==> src/rtl/mem_access_unit.sv <==
// mem_access_unit: MEM-stage load/store unit driving a req/addr_ok/data_ok data port with alignment checks and LWL/LWR/SWL/SWR merges
module mem_access_unit #(
  parameter int UNALIGNED_EN = 1,
  parameter int ADDR_W = 32
) (
  input  logic              clk,
  input  logic              rst,
  input  logic              op_valid,
  input  logic [3:0]        op_code,
  input  logic [ADDR_W-1:0] addr,
  input  logic [31:0]       rt_data,
  input  logic              ex_in,
  input  logic              flush,
  output logic              stall_o,
  output logic              done_o,
  output logic [31:0]       load_data_o,
  output logic              adel_o,
  output logic              ades_o,
  output logic [ADDR_W-1:0] bad_addr_o,
  output logic              data_req,
  output logic              data_wr,
  output logic [1:0]        data_size,
  output logic [3:0]        data_wstrb,
  output logic [ADDR_W-1:0] data_addr,
  output logic [31:0]       data_wdata,
  input  logic              data_addr_ok,
  input  logic              data_data_ok,
  input  logic [31:0]       data_rdata
);
  localparam logic [3:0] OP_LB = 4'd1, OP_LBU = 4'd2, OP_LH = 4'd3, OP_LHU = 4'd4, OP_LW = 4'd5, OP_LWL = 4'd6, OP_LWR = 4'd7;
  localparam logic [3:0] OP_SB = 4'd8, OP_SH = 4'd9, OP_SW = 4'd10, OP_SWL = 4'd11, OP_SWR = 4'd12;
  localparam bit UA = UNALIGNED_EN != 0;
  typedef enum logic [1:0] {IDLE, REQ, WAIT, DONE} state_t;
  state_t state, state_n;
  logic drop, drop_n;
  logic [3:0] op_q;
  logic [ADDR_W-1:0] addr_q;
  logic [31:0] rt_q, m_sh, ld_res;
  logic un_op, is_ld, is_st, mis, go, ld_q, un_q;
  logic [1:0] a;
  logic [4:0] sh_r, sh_l;
  always_comb begin
    un_op = op_code == OP_LWL || op_code == OP_LWR || op_code == OP_SWL || op_code == OP_SWR;
    is_ld = op_code >= OP_LB && op_code <= OP_LWR && (UA || !un_op);
    is_st = op_code >= OP_SB && op_code <= OP_SWR && (UA || !un_op);
    mis = ((op_code == OP_LH || op_code == OP_LHU || op_code == OP_SH) && addr[0]) ||
          ((op_code == OP_LW || op_code == OP_SW) && addr[1:0] != 2'b00);
    go = op_valid && (is_ld || is_st) && !ex_in && !flush && !mis;
    adel_o = !rst && op_valid && !ex_in && is_ld && mis;
    ades_o = !rst && op_valid && !ex_in && is_st && mis;
    bad_addr_o = addr;
    stall_o = !rst && (state == REQ || state == WAIT || (state == IDLE && go));
    done_o = state == DONE;
  end
  always_comb begin
    state_n = state;
    drop_n = drop;
    unique case (state)
      IDLE: state_n = go ? REQ : IDLE;
      REQ: begin
        state_n = data_addr_ok ? WAIT : flush ? IDLE : REQ;
        drop_n = data_addr_ok && flush;
      end
      WAIT: begin
        state_n = data_data_ok ? ((drop || flush) ? IDLE : DONE) : WAIT;
        drop_n = !data_data_ok && (drop || flush);
      end
      DONE: state_n = IDLE;
    endcase
  end
  always_comb begin
    a = addr_q[1:0];
    sh_r = {a, 3'b000};
    sh_l = {~a, 3'b000};
    ld_q = op_q >= OP_LB && op_q <= OP_LWR;
    un_q = op_q == OP_LWL || op_q == OP_LWR || op_q == OP_SWL || op_q == OP_SWR;
    data_req = state == REQ;
    data_wr = op_q >= OP_SB;
    data_addr = un_q ? {addr_q[ADDR_W-1:2], 2'b00} : addr_q;
    data_size = (op_q == OP_LB || op_q == OP_LBU || op_q == OP_SB) ? 2'd0 :
                (op_q == OP_LH || op_q == OP_LHU || op_q == OP_SH) ? 2'd1 : 2'd2;
    data_wstrb = op_q == OP_SB  ? 4'b0001 << a :
                 op_q == OP_SH  ? (a[1] ? 4'b1100 : 4'b0011) :
                 op_q == OP_SW  ? 4'b1111 :
                 op_q == OP_SWL ? 4'b1111 >> ~a :
                 op_q == OP_SWR ? 4'b1111 << a : 4'b0000;
    data_wdata = op_q == OP_SB  ? {4{rt_q[7:0]}} :
                 op_q == OP_SH  ? {2{rt_q[15:0]}} :
                 op_q == OP_SWL ? rt_q >> sh_l :
                 op_q == OP_SWR ? rt_q << sh_r : rt_q;
    m_sh = data_rdata >> sh_r;
    ld_res = op_q == OP_LB  ? {{24{m_sh[7]}}, m_sh[7:0]} :
             op_q == OP_LBU ? {24'h0, m_sh[7:0]} :
             op_q == OP_LH  ? {{16{m_sh[15]}}, m_sh[15:0]} :
             op_q == OP_LHU ? {16'h0, m_sh[15:0]} :
             op_q == OP_LWL ? (data_rdata << sh_l) | (rt_q & ~(32'hFFFF_FFFF << sh_l)) :
             op_q == OP_LWR ? m_sh | (rt_q & ~(32'hFFFF_FFFF >> sh_r)) : data_rdata;
  end
  always_ff @(posedge clk) begin
    if (rst) begin
      state <= IDLE;
      drop <= 1'b0;
      op_q <= '0;
      addr_q <= '0;
      rt_q <= '0;
      load_data_o <= '0;
    end else begin
      state <= state_n;
      drop <= drop_n;
      if (state == IDLE && go) begin
        op_q <= op_code;
        addr_q <= addr;
        rt_q <= rt_data;
      end
      if (state == WAIT && data_data_ok && !drop && !flush && ld_q) load_data_o <= ld_res;
    end
  end
endmodule

==> config.mk <==
export PLATFORM = sky130hd
export DESIGN_NAME = mem_access_unit
export DESIGN_NICKNAME = d
export VERILOG_FILES = /design/src/rtl/mem_access_unit.sv
export SDC_FILE = /design/constraint.sdc
export NUM_CORES = 1
export LEC_CHECK = 0
export CORE_MARGIN = 2
export CORE_UTILIZATION = 35
export DETAILED_ROUTE_END_ITERATION = 10
export PLACE_DENSITY = 0.75
export SLEW_MARGIN = 5
export SYNTH_ARGS = -nofsm -noshare
export SYNTH_HDL_FRONTEND = slang
export SYNTH_SLANG_ARGS = --single-unit
==> constraint.sdc <==
create_clock -name clk -period 3.7 [get_ports clk]
set_input_delay 0.925 -clock clk [delete_from_list [all_inputs] [get_ports clk]]
set_output_delay 0.925 -clock clk [all_outputs]
set_load 0.01 [all_outputs]
==> run summary <==
The run finished with clean final reports. The layout cell share with drive strength beyond 1 is 0.106. 0 antenna diodes ended up in the layout.

The largest net degree at the start of global routing is 90. When the netlist entered floorplanning its net count stood at 1038. The startpoint of the lowest-slack register-to-register path is addr_q[1].

The placer's final routability congestion estimate is 0.927. The final number of hold-violating endpoints came out at 0. STA classifies the critical path startpoint as an input pin. In this run the static leakage power is ~3.5 nW. The highest net fanout along the worst path came out at 5.

The first global-routing pass estimated 41.5 mm of wire. The sink count of the clock tree is 103. STA puts the critical path data required time at 2.77 ns.

The max-slew headroom at the worst pin is 0.230. The initial antenna violation count came out at 0. The total core area is approximately 21000 µm². The count of mapped cells out of synthesis came out at 926.

Using the TritonRoute via totals, the vias-per-cell ratio works out to 5.79. The row count came out at 53. The first detailed-routing pass ran for 6 iterations. The max-slew violation total from the final report came out at 0. The number of cells in the finished layout apart from fillers came out at 1362.

Yosys attributes the largest share of cell area to sky130_fd_sc_hd__dfxtp_1 (27%), sky130_fd_sc_hd__mux2i_1 (16%), sky130_fd_sc_hd__buf_4 (6.8%). The synthesized area divided by synthesized cell count is between 8 and 9 µm². The buffer type at the clock tree root is sky130_fd_sc_hd__clkbuf_16. The clock-pin slew on the worst setup and hold paths is about 0.070 ns. For hold timing, the worst endpoint is load_data_o[7]. The sequential cell area fraction in the yosys report is 0.273. The instance count along the most critical hold path is 2. For the worst setup path, the data arrival time is 2.67 ns. The deepest level of the CTS H-tree is 3. The setup path with the least slack is of type input pin to output pin. The critical register-to-register path endpoint is load_data_o[27]. In this run, synthesis inferred 0 flip-flops with an integrated enable. Synthesis inferred 103 register bits. The count of buffers from port buffering came out at roughly 250. The share of synthesized area in the top cell type comes to 0.273. The most numerous cell in the Yosys netlist is sky130_fd_sc_hd__nor2_1. After layout, the minimum clock period comes to 3.59 ns. The die outline height came out at roughly 150 µm.

The clock tree buffer depth is 2. Counting flops with an async set or reset pin after synthesis yields a share of 0. The area growth from synthesis to layout came out at 35.1%. The number of distinct library cells after synthesis came out at 64. sky130_fd_sc_hd__dfxtp_1 takes more of the synthesized area than any other cell. The actual slew at the worst max-slew pin is 1.16 ns.

The total overflow left after global routing is 0. The maximum VDD drop came out at 207 µV. For this block, the routed nets add up to 27.8 mm of wire. The most used flip-flop cell after synthesis is sky130_fd_sc_hd__dfxtp_1. The number of nets still failing antenna checks after routing is 0.

TritonCTS built the clock tree. The setup slack at placement came out at -0.456 ns. The die covers 22800 µm². The cell total after placement is 1343. The number of max-cap violations came out at 0. For this configuration, the core starts out at a cell density of 0.359. The total number of vias is 7885. The final net count came out at 1194.

The total setup violations reported at the end of the flow came out at 0. The global routing usage summed across all routing layers came out at 0.236. The detailed router's first-iteration violation count is 781.

The total half-perimeter wirelength after legalization and detailed placement came out at 20.4 mm. The hold path startpoint is load_data_o[7]. The number of global-route vias before repair was 7259. Measured along the x axis, the die boundary spans 151 µm. In the synthesized netlist, the cells that appear most often are sky130_fd_sc_hd__nor2_1 (123), sky130_fd_sc_hd__mux2i_1 (122), sky130_fd_sc_hd__dfxtp_1 (103), sky130_fd_sc_hd__buf_4 (69), sky130_fd_sc_hd__a21oi_1 (54). The final instance area is 10200 µm². Clock latency on the worst-skew pair, taken at its later pin, is between 0.3 and 0.4 ns. The setup TNS after final layout is 0 ns. STA classifies the critical path endpoint as an output pin.

Pin placement for this block handled 247 I/O pins. Once routing completed, OpenROAD measured the worst setup slack at 0.108 ns. The maximum operating frequency is around 280 MHz. The number of remaining DRC errors came out at 0. Counting the buffers created by CTS gives 9.

The warning count from the yosys run came out at 0. The count of cells along the worst register-to-register path is 7. The post-synthesis instance area is 7560 µm². The path class of the tightest hold or removal check is flip-flop to flip-flop. In the finished design, the share of the clock period the worst path needs comes to 0.971.

The power density over cell area came out at 264 nW/µm². The total placed instance area is 9890 µm². The register-to-register path setup slack came out at 0.39 ns. The average wire per cell in the routed design came out at 20.4 µm. Setup repair after global routing left no endpoint under its margin.

The setup clock skew after layout is 0.0132 ns.
-- registers in the layout (all words and copies together) (netlist names) --
signal and cells:
addr_q 32, rt_q 32, load_data_o 32, state 2
op_q 4, drop 1
-- critical path: stages --
cell,delay [ns]
sky130_fd_sc_hd__dlygate4sd2_1,0.28
sky130_fd_sc_hd__buf_4,0.15
sky130_fd_sc_hd__xor2_1,0.13
sky130_fd_sc_hd__a311o_1,0.38
sky130_fd_sc_hd__buf_4,0.15
sky130_fd_sc_hd__a211oi_4,0.23
sky130_fd_sc_hd__nor2_1,0.06
sky130_fd_sc_hd__nor2_1,0.08
sky130_fd_sc_hd__dlygate4sd2_1,0.28
-- final cells by class --
type,count,area [µm²]
clock buffer,11,243
clock inverter,5,41.3
fill,2058,10900
inverter,9,33.8
multi-input combinational,664,4630
sequential,103,2070
tap,275,344
timing repair buffer,295,2860
-- how the worst max path moves through the flow --
stage,startpoint,endpoint,slack [ns],depth (start not counted)
after floorplan,op_code[0],stall_o,0.33,9
after global placement,op_code[1],adel_o,-0.40,8
after detailed placement,op_code[2],adel_o,-0.46,7
after CTS,op_q[2],data_wdata[18],0.02,7
after global routing,op_q[3],data_wdata[26],0.003,7
final,op_code[1],stall_o,0.11,9
-- through the flow --
step                total power, W  hold slack [ns]   util
global placement           0.00178            0.470  0.469
finish                     0.00270            0.493  0.485
global route               0.00281            0.528  0.485
detailed placement         0.00178            0.481  0.469
CTS                        0.00272            0.495  0.482
floorplan                  0.00150            0.461      -
-- cells in the final DEF, fill, tap and decap left out, drive strengths merged, types with 7 or more instances in the layout --
cell type        n
o221a           17
a22o            15
a22oi           11
inv             10
clkbuf          12
nand2           46
buf             50
mux2            10
a211oi          30
nand3           13
a21oi           55
o21a             7
nor2b           21
a31oi           12
o21ai           36
a2bb2oi         15
nor2           123
nor3            12
o221ai           7
o22ai           24
dfxtp          103
mux2i          122
clkdlybuf4s50  238
a221oi          18
-- layer usage --
metal	global-route usage	vias up	wire length, µm
met5	0	-	0
met4	0.0944	0	967
met3	0.0551	65	3020
met2	0.362	478	12400
met1	0.319	3668	11400
li1	-	3674	-
-- where the power goes --
| group | leakage [nW] | total [W] | switching (W) | internal (W) |
|---|---|---|---|---|
| clock | 0.132 | 0.000930 | 0.000450 | 0.000481 |
| sequential | 0.835 | 0.00117 | 0.0000389 | 0.00113 |
| combinational | 2.53 | 0.000601 | 0.000283 | 0.000318 |
-- repair_timing --
action | 4_1_cts | 5_1_grt
pin swaps | 1 | 1
buffers inserted | 0 | 3
hold buffers | 0 | 0
setup endpoints to repair | 8 | 19
endpoints found under the hold margin | 0 | 0
resized for setup | 9 | 11
gates cloned | 0 | 0
-- kinds of logic after synthesis --
group	synth area share
compound gates	0.258
buf+inv	0.122
mux	0.182
xor+xnor	0.00347
flops	0.273
simple gates	0.154
fa+ha+maj	0.00827
No activity file was read; power rests on OpenSTA's default activity.
